## config.mk

```make
export PLATFORM = sky130hd
export DESIGN_NAME = inst_sram_like_responder
export DESIGN_NICKNAME = d
export VERILOG_FILES = /design/src/rtl/inst_sram_like_responder.sv
export SDC_FILE = /design/constraint.sdc
export NUM_CORES = 1
export LEC_CHECK = 0
export BUFFER_PORTS_ARGS = -buffer_cell sky130_fd_sc_hd__buf_2
export CORE_MARGIN = 2
export CORE_UTILIZATION = 35
export DETAILED_ROUTE_END_ITERATION = 10
export SYNTH_ARGS = -nofsm -noshare
export SYNTH_HDL_FRONTEND = slang
export SYNTH_SLANG_ARGS = --single-unit
```

## constraint.sdc

```tcl
create_clock -name clk -period 5.7 [get_ports clk]
set_input_delay 1.14 -clock clk [delete_from_list [all_inputs] [get_ports clk]]
set_output_delay 1.14 -clock clk [all_outputs]
set_load 0.01 [all_outputs]
```

## src/rtl/inst_sram_like_responder.sv

```systemverilog
// inst_sram_like_responder: SRAM-like instruction-port responder; issues accepted requests to a
// 1-cycle synchronous RAM and returns responses in order through a DEPTH-entry FIFO.
module inst_sram_like_responder #(
    parameter int DEPTH      = 4,
    parameter int RAM_AW     = 16,
    parameter int DATA_DELAY = 0
) (
    input  logic              clk,
    input  logic              reset,
    input  logic              inst_sram_en,
    input  logic              inst_sram_wr,
    input  logic [1:0]        inst_sram_size,
    input  logic [3:0]        inst_sram_wen,
    input  logic [31:0]       inst_sram_addr,
    input  logic [31:0]       inst_sram_wdata,
    output logic              inst_sram_addr_ok,
    output logic [31:0]       inst_sram_addr_ok_addr,
    output logic              inst_sram_data_ok,
    output logic [31:0]       inst_sram_rdata,
    output logic              ram_en,
    output logic [3:0]        ram_wen,
    output logic [RAM_AW-1:0] ram_addr,
    output logic [31:0]       ram_wdata,
    input  logic [31:0]       ram_rdata
);
    localparam int PW = $clog2(DEPTH);
    localparam logic [PW:0] DEPTH_C = (PW+1)'(DEPTH);
    localparam logic [3:0] DD = 4'(DATA_DELAY);

    logic [31:0]   r_mem [DEPTH];
    logic [PW-1:0] r_wptr, r_rptr;
    logic [PW:0]   r_count;
    logic          r_inflight, r_is_write;
    logic [3:0]    r_head_cnt;
    logic [31:0]   r_last_addr;
    logic [PW:0]   w_occ;
    logic          w_accept, w_pop, w_unused;

    // Occupancy ignores a same-cycle pop so acceptance never depends on data_ok.
    assign w_occ    = r_count + {{PW{1'b0}}, r_inflight};
    assign w_accept = inst_sram_en && !reset && (w_occ < DEPTH_C);
    assign w_pop    = (r_count != '0) && (r_head_cnt == DD);
    assign w_unused = ^inst_sram_size;

    assign inst_sram_addr_ok      = w_accept;
    assign inst_sram_addr_ok_addr = w_accept ? inst_sram_addr : r_last_addr;
    assign inst_sram_data_ok      = w_pop;
    assign inst_sram_rdata        = w_pop ? r_mem[r_rptr] : '0;
    assign ram_en                 = w_accept;
    assign ram_wen                = (w_accept && inst_sram_wr) ? inst_sram_wen : '0;
    assign ram_addr               = inst_sram_addr[RAM_AW+1:2];
    assign ram_wdata              = inst_sram_wdata;

    always_ff @(posedge clk or posedge reset) begin
        if (reset) begin
            r_wptr      <= '0;
            r_rptr      <= '0;
            r_count     <= '0;
            r_inflight  <= 1'b0;
            r_is_write  <= 1'b0;
            r_head_cnt  <= '0;
            r_last_addr <= '0;
        end else begin
            r_inflight <= w_accept;
            r_is_write <= w_accept && inst_sram_wr;
            if (w_accept) r_last_addr <= inst_sram_addr;
            if (r_inflight) r_wptr <= r_wptr + PW'(1);
            if (w_pop) r_rptr <= r_rptr + PW'(1);
            r_count    <= r_count + {{PW{1'b0}}, r_inflight} - {{PW{1'b0}}, w_pop};
            r_head_cnt <= w_pop ? '0 : ((r_count != '0) && (r_head_cnt != DD)) ? r_head_cnt + 4'd1 : r_head_cnt;
        end
    end

    // Capture the RAM word the cycle after the access; writes answer with zero.
    always_ff @(posedge clk) begin
        if (r_inflight) r_mem[r_wptr] <= r_is_write ? '0 : ram_rdata;
    end
endmodule
```

# Word level (Yosys, flattened, before mapping)
# Memories as Yosys holds them, arrays and structs flattened.
# Index checks and enable logic that the tools add are counted.
[totals]
reg_bits = 45
latch_bits = 0
ram_bits = 128
rom_bits = 0
output_inout_bits = 119
wordCells = 32
memories = 1
[op_classes]
addsub = 5
multipliers = 0
div_mod_pow = 0
magnitude_cmp = 1
n_eq_ne = 0
shift = 0
mux = 8
bitwise_logic = 0
reduce_logical = 10
[memory_table]
columns = ["name", "depth", "width", "rd", "rd_clocked_by_memory_dff", "wr", "line_no", "rtl"]
rows = [
  ["r_mem", 4, 32, 1, 0, 1, "30", "logic [31:0] r_mem [DEPTH];"],
]
[op_table]
columns = ["cell", "n"]
rows = [
  ["2-to-1 mux 32 bit", 3],
  ["2-to-1 mux 4 bit", 3],
  ["logical AND 1 bit", 5],
  ["adder 2 x 1 -> 2 bit (second input constant)", 2],
  ["adder 4 x 1 -> 4 bit (second input constant)", 1],
  ["zero test 4 bit", 1],
  ["nonzero test 4 bit", 1],
  ["adder 3 x 1 -> 3 bit", 1],
  ["< comparator 3 bit (second input constant)", 1],
  ["nonzero test 3 bit", 1],
  ["subtractor 3 x 1 -> 3 bit", 1],
  ["2-to-1 mux 1 bit", 2],
  ["nonzero test 2 bit", 1],
  ["zero test 1 bit", 1],
]

# Logic depth before layout (Yosys ltp)
[logic_depth]
depth_word = 5
ltp_mapped = 8
depth_no_buf = 8

# Worst setup path before layout
# OpenSTA, ideal clock, no wires.
[synth_timing]
path_type = "input-to-output"
start = "input port reset"
end = "output port inst_sram_addr_ok_addr[10]"
arrival_time_ps = 3018
required_time_ps = 4560
path_slack_ps = 1542
stages = 4
path_buffers = 1
cell_sequence = "inv_1 > nand3_2 > buf_6 > mux2_4"
[synth_between]
elab_chain_len = 4
[synth_rtl]
columns = ["element", "line_no", "rtl"]
rows = [
  ["start, declared", "9", "input logic reset,"],
  ["zero test 1 bit (no source line)", "n/a", ""],
  ["logical AND 1 bit (2 in a row)", "41", "assign w_accept = inst_sram_en && !reset && (w_occ < DEPTH_C);"],
  ["2-to-1 mux 32 bit", "n/a", ""],
  ["end, declared", "17", "output logic [31:0] inst_sram_addr_ok_addr,"],
]
# No other way between the ends.

# Worst setup path after layout
[layout_timing]
start = "register r_inflight"
end = "output port ram_wen[3]"
[layout_between]
elab_chain_len = 5
[layout_rtl]
columns = ["element", "line_no", "rtl"]
rows = [
  ["start, declared", "33", "logic r_inflight, r_is_write;"],
  ["start signal, assigned", "64", "r_inflight <= w_accept;"],
  ["adder 3 x 1 -> 3 bit", "40", "assign w_occ = r_count + {{PW{1'b0}}, r_inflight};"],
  ["< comparator 3 bit", "41", ""],
  ["logical AND 1 bit", "41", ""],
  ["logical AND 1 bit", "50", "assign ram_wen = (w_accept && inst_sram_wr) ? inst_sram_wen : '0;"],
  ["2-to-1 mux 4 bit", "50", ""],
  ["end, declared", "21", "output logic [3:0] ram_wen,"],
]
# No other way between the ends.

==> results.txt <==
TritonCTS built the clock tree. The part of the cycle the worst path needs came out at approximately 77%. Setup repair after global routing left no endpoint under its margin. The core area is between 20000 and 25000 µm². The analysis attributes to cell leakage a power of 3.61 nW. Cells with a size suffix above 1 make up 48.5% of the layout. The remaining global-route overflow is 0.

The H-tree was split into 4 levels. The placement row count is 53. The number of global-route vias before repair came out at 4172. The initial antenna violation count came to 0. The cell with the biggest individual delay on the critical path is sky130_fd_sc_hd__nand3_2.

After synthesis the cells add up to 7490 µm². The routed wirelength normalized by instance count is about 18 µm. The number of clock buffers added by TritonCTS is 17. After detailed routing, the number of vias per cell comes to 4.70.

The time the final worst path needs with I/O delays and setup is between 4000 and 5000 ps. The fraction of the yosys area taken by sequential cells came out at between 60% and 70%. The number of nets produced by synthesis is 540. The routed layout has 3869 vias. The number of warnings reported in the yosys synthesis log came out at 0. The path class of the tightest hold or removal check is reg2reg. In this run the horizontal extent of the chip is 150 µm. The worst slew margin relative to its limit is 25.7%.

The launching element type of the critical path is a flop. No sink is reached through more buffers than the 2 on the longest clock path. The post-route clock skew came out at 7.35 ps. The number of top-level pins came out at roughly 230.

The average cell area after synthesis came out at between 15 and 20 µm². For the pin with the worst max-slew slack, the measured transition is 1110 ps. The flip-flop and latch count after synthesis came out at 173. The relative area change from synthesis to final layout is 16.9%.

The post-CTS resize count is 0. The number of nets in the layout is 652. The critical path goes through ha_1, ha_1, xnor2_2, nand3_2, inv_1, and3_1, buf_2. The detailed placer's ending HPWL came out at 9.10 mm. The maximum fanout count along the critical path came out at 33. For this block, the initial DRC count from the detailed router was 149. The most used cell along the critical path is sky130_fd_sc_hd__ha_1. The count of endpoints failing setup in the final report is 0. The insertion delay to the later sink of the worst-skew pair came out at 420 ps. For this run, design rule violations remaining after detail routing come to 0. Synthesis handed over a netlist of 424 instances. The die height came out at 150 µm. The first-pass GRT wire length is 22.5 mm.

The max capacitance violation total is 0. Entering global routing, the biggest net connects 46 pins. The weighted congestion at the end of routability-driven global placement came out at 0.656. The data arrival at the endpoint of the critical path is 3260 ps. The final-layout setup total negative slack is 0 ps. The count of buffers added by post-CTS timing repair for setup is 0. The number of iterations in the first detailed-routing pass came out at 4. The count of input and output buffers is 158. The critical path is of the reg2out type.

The highest achievable clock rate is 0.227 GHz. The count of hold-fix buffers inserted at cts came out at 0. The count of different cell masters after synthesis came out at 28.

The final layout contains routed wiring with a total length of between 10 and 15 mm. The tree is rooted in a sky130_fd_sc_hd__clkbuf_16. For this configuration, the core starts out at a cell density of 35.6%. The clock transition time at the flip-flop clock pins of the worst setup and hold paths came out at 70 ps.

The flow ran to the end, and the final reports show no timing, DRC or antenna violations. The delay of the slowest critical-path stage came out at 880 ps. The final standard cell count with taps included and fillers excluded came out at 824.

The ratio of total power to cell area is 492 nW/µm². STA classifies the critical path endpoint as an output pin. Counting tap cells, the placed design contains a total of 792 instances. The number of failing hold endpoints at the final stage came out at 0. IR analysis of the VDD net gives a maximum drop of 0.000200 V.

The number of diodes came out at 0. The number of antenna-violating nets in the routed design is 0. The required time at the worst-slack endpoint came out at 4560 ps. The total routing usage reported by global routing is 13.5%. The floorplan step defined a die boundary enclosing roughly 23000 µm². The count of pins over their slew limit is 0.

The clock net sink count came out at roughly 170.
## sequential cells by signal, summed over array words and instances (netlist names)
name / flops
r_mem: 128
r_last_addr: 32
r_head_cnt: 4
r_count: 3
r_rptr: 2
r_wptr: 2
r_inflight: 1
r_is_write: 1
## where the power goes
part / switching [mW] / internal [mW]
Sequential: 0.157 / 1.60
Clock: 0.512 / 0.664
Combinational: 0.639 / 0.737
Total: 1.31 / 3.00
## logic make-up (layout without fill, tap and decap cells)
logic type | count (synthesis) | in the layout | share of synthesized area [%]
xor gates and xnor gates | 6 | 6 | 0.802
AOI/OAI and AO/OA | 4 | 4 | 0.267
buffers and inverters | 82 | 207 | 7.68
DFF | 173 | 173 | 66.3
adders and majority gates | 10 | 10 | 1.67
muxes | 65 | 65 | 16.3
and+or+nand+nor | 84 | 84 | 6.98
## final cells by class
| class | count | area (µm²) |
|---|---|---|
| clock inverter | 15 | 183 |
| inverter | 12 | 45.0 |
| multi-input combinational | 169 | 1960 |
| clock buffer | 17 | 425 |
| fill | 1937 | 12300 |
| tap | 275 | 344 |
| timing repair buffer | 163 | 828 |
| sequential | 173 | 4970 |
## layout by cell type, fill, tap and decap left out, types with 5 or more instances in the layout
cell type,instances
sky130_fd_sc_hd__mux4_2,28
sky130_fd_sc_hd__buf_4,5
sky130_fd_sc_hd__buf_2,158
sky130_fd_sc_hd__nor2b_1,32
sky130_fd_sc_hd__inv_1,11
sky130_fd_sc_hd__and3_1,36
sky130_fd_sc_hd__edfxtp_1,128
sky130_fd_sc_hd__dfrtp_1,43
sky130_fd_sc_hd__inv_8,5
sky130_fd_sc_hd__mux2_4,30
sky130_fd_sc_hd__ha_1,10
sky130_fd_sc_hd__clkbuf_16,17
## synthesized netlist by cell type, drive strengths merged
library cell	number	area, µm²
nor3	1	5.00
clkbuf	10	37.5
and3	36	225
ha	10	125
mux2	33	484
edfxtp	128	3840
buf	60	493
nor2b	32	200
or3	2	12.5
nand3	2	15.0
a21oi	1	5.00
xnor2	5	51.3
nand2	4	15.0
nor3b	1	12.5
and2	5	31.3
mux4	32	736
nand4	1	6.26
dfrtp	45	1130
o21ai	3	15.0
inv	12	45.0
xor2	1	8.76
## worst max-delay path: cells and delay by family, from the launching register on
kind                     cells  cell delay, ps
buffers and inverters        2             650
AND/OR/NAND/NOR              2            1080
XOR/XNOR                     1             210
flip-flops                   1             460
adder cells (fa/ha/maj)      2             430
## per-layer routing
layer	up-vias	wire length [µm]	share of wire [%]	track usage, %
met2	104	7830	53	22.8
met4	0	361	2.4	6.04
li1	1749	-	-	-
met5	-	0	0	0
met1	1978	5980	40	16.2
met3	38	667	4.5	3.42
## worst paths after layout
kind | start | endpoint | slack (ps) | cells past startpoint
min | r_last_addr[15]$_DFF_PP0_ | r_last_addr[15]$_DFF_PP0_ | 490 | 1
min in group asynchronous | reset | r_head_cnt[0]$_DFFE_PP0P_ | 900 | 3
max in group asynchronous | reset | r_rptr[1]$_DFFE_PP0P_ | 4390 | 3
max | r_inflight$_DFF_PP0_ | ram_wen[3] | 1300 | 7
max reg2reg | r_inflight$_DFF_PP0_ | r_is_write$_DFF_PP0_ | 2920 | 6
min reg2reg | r_last_addr[15]$_DFF_PP0_ | r_last_addr[15]$_DFF_PP0_ | 490 | 1
## metrics by stage
step | area (µm²) | power, mW | util [%] | hold WS (ps) | setup WS (ps)
after global placement | 8150 | 3.16 | 38.8 | 475 | 1630
after detailed placement | 8150 | 3.19 | 38.8 | 477 | 1520
after CTS | 8760 | 4.38 | 41.7 | 494 | 1220
after global routing | 8760 | 4.56 | 41.7 | 506 | 952
final | 8760 | 4.31 | 41.7 | 492 | 1300
after floorplan | 7490 | 2.76 | - | 486 | 1540
Power figures use the tool's default switching activity.
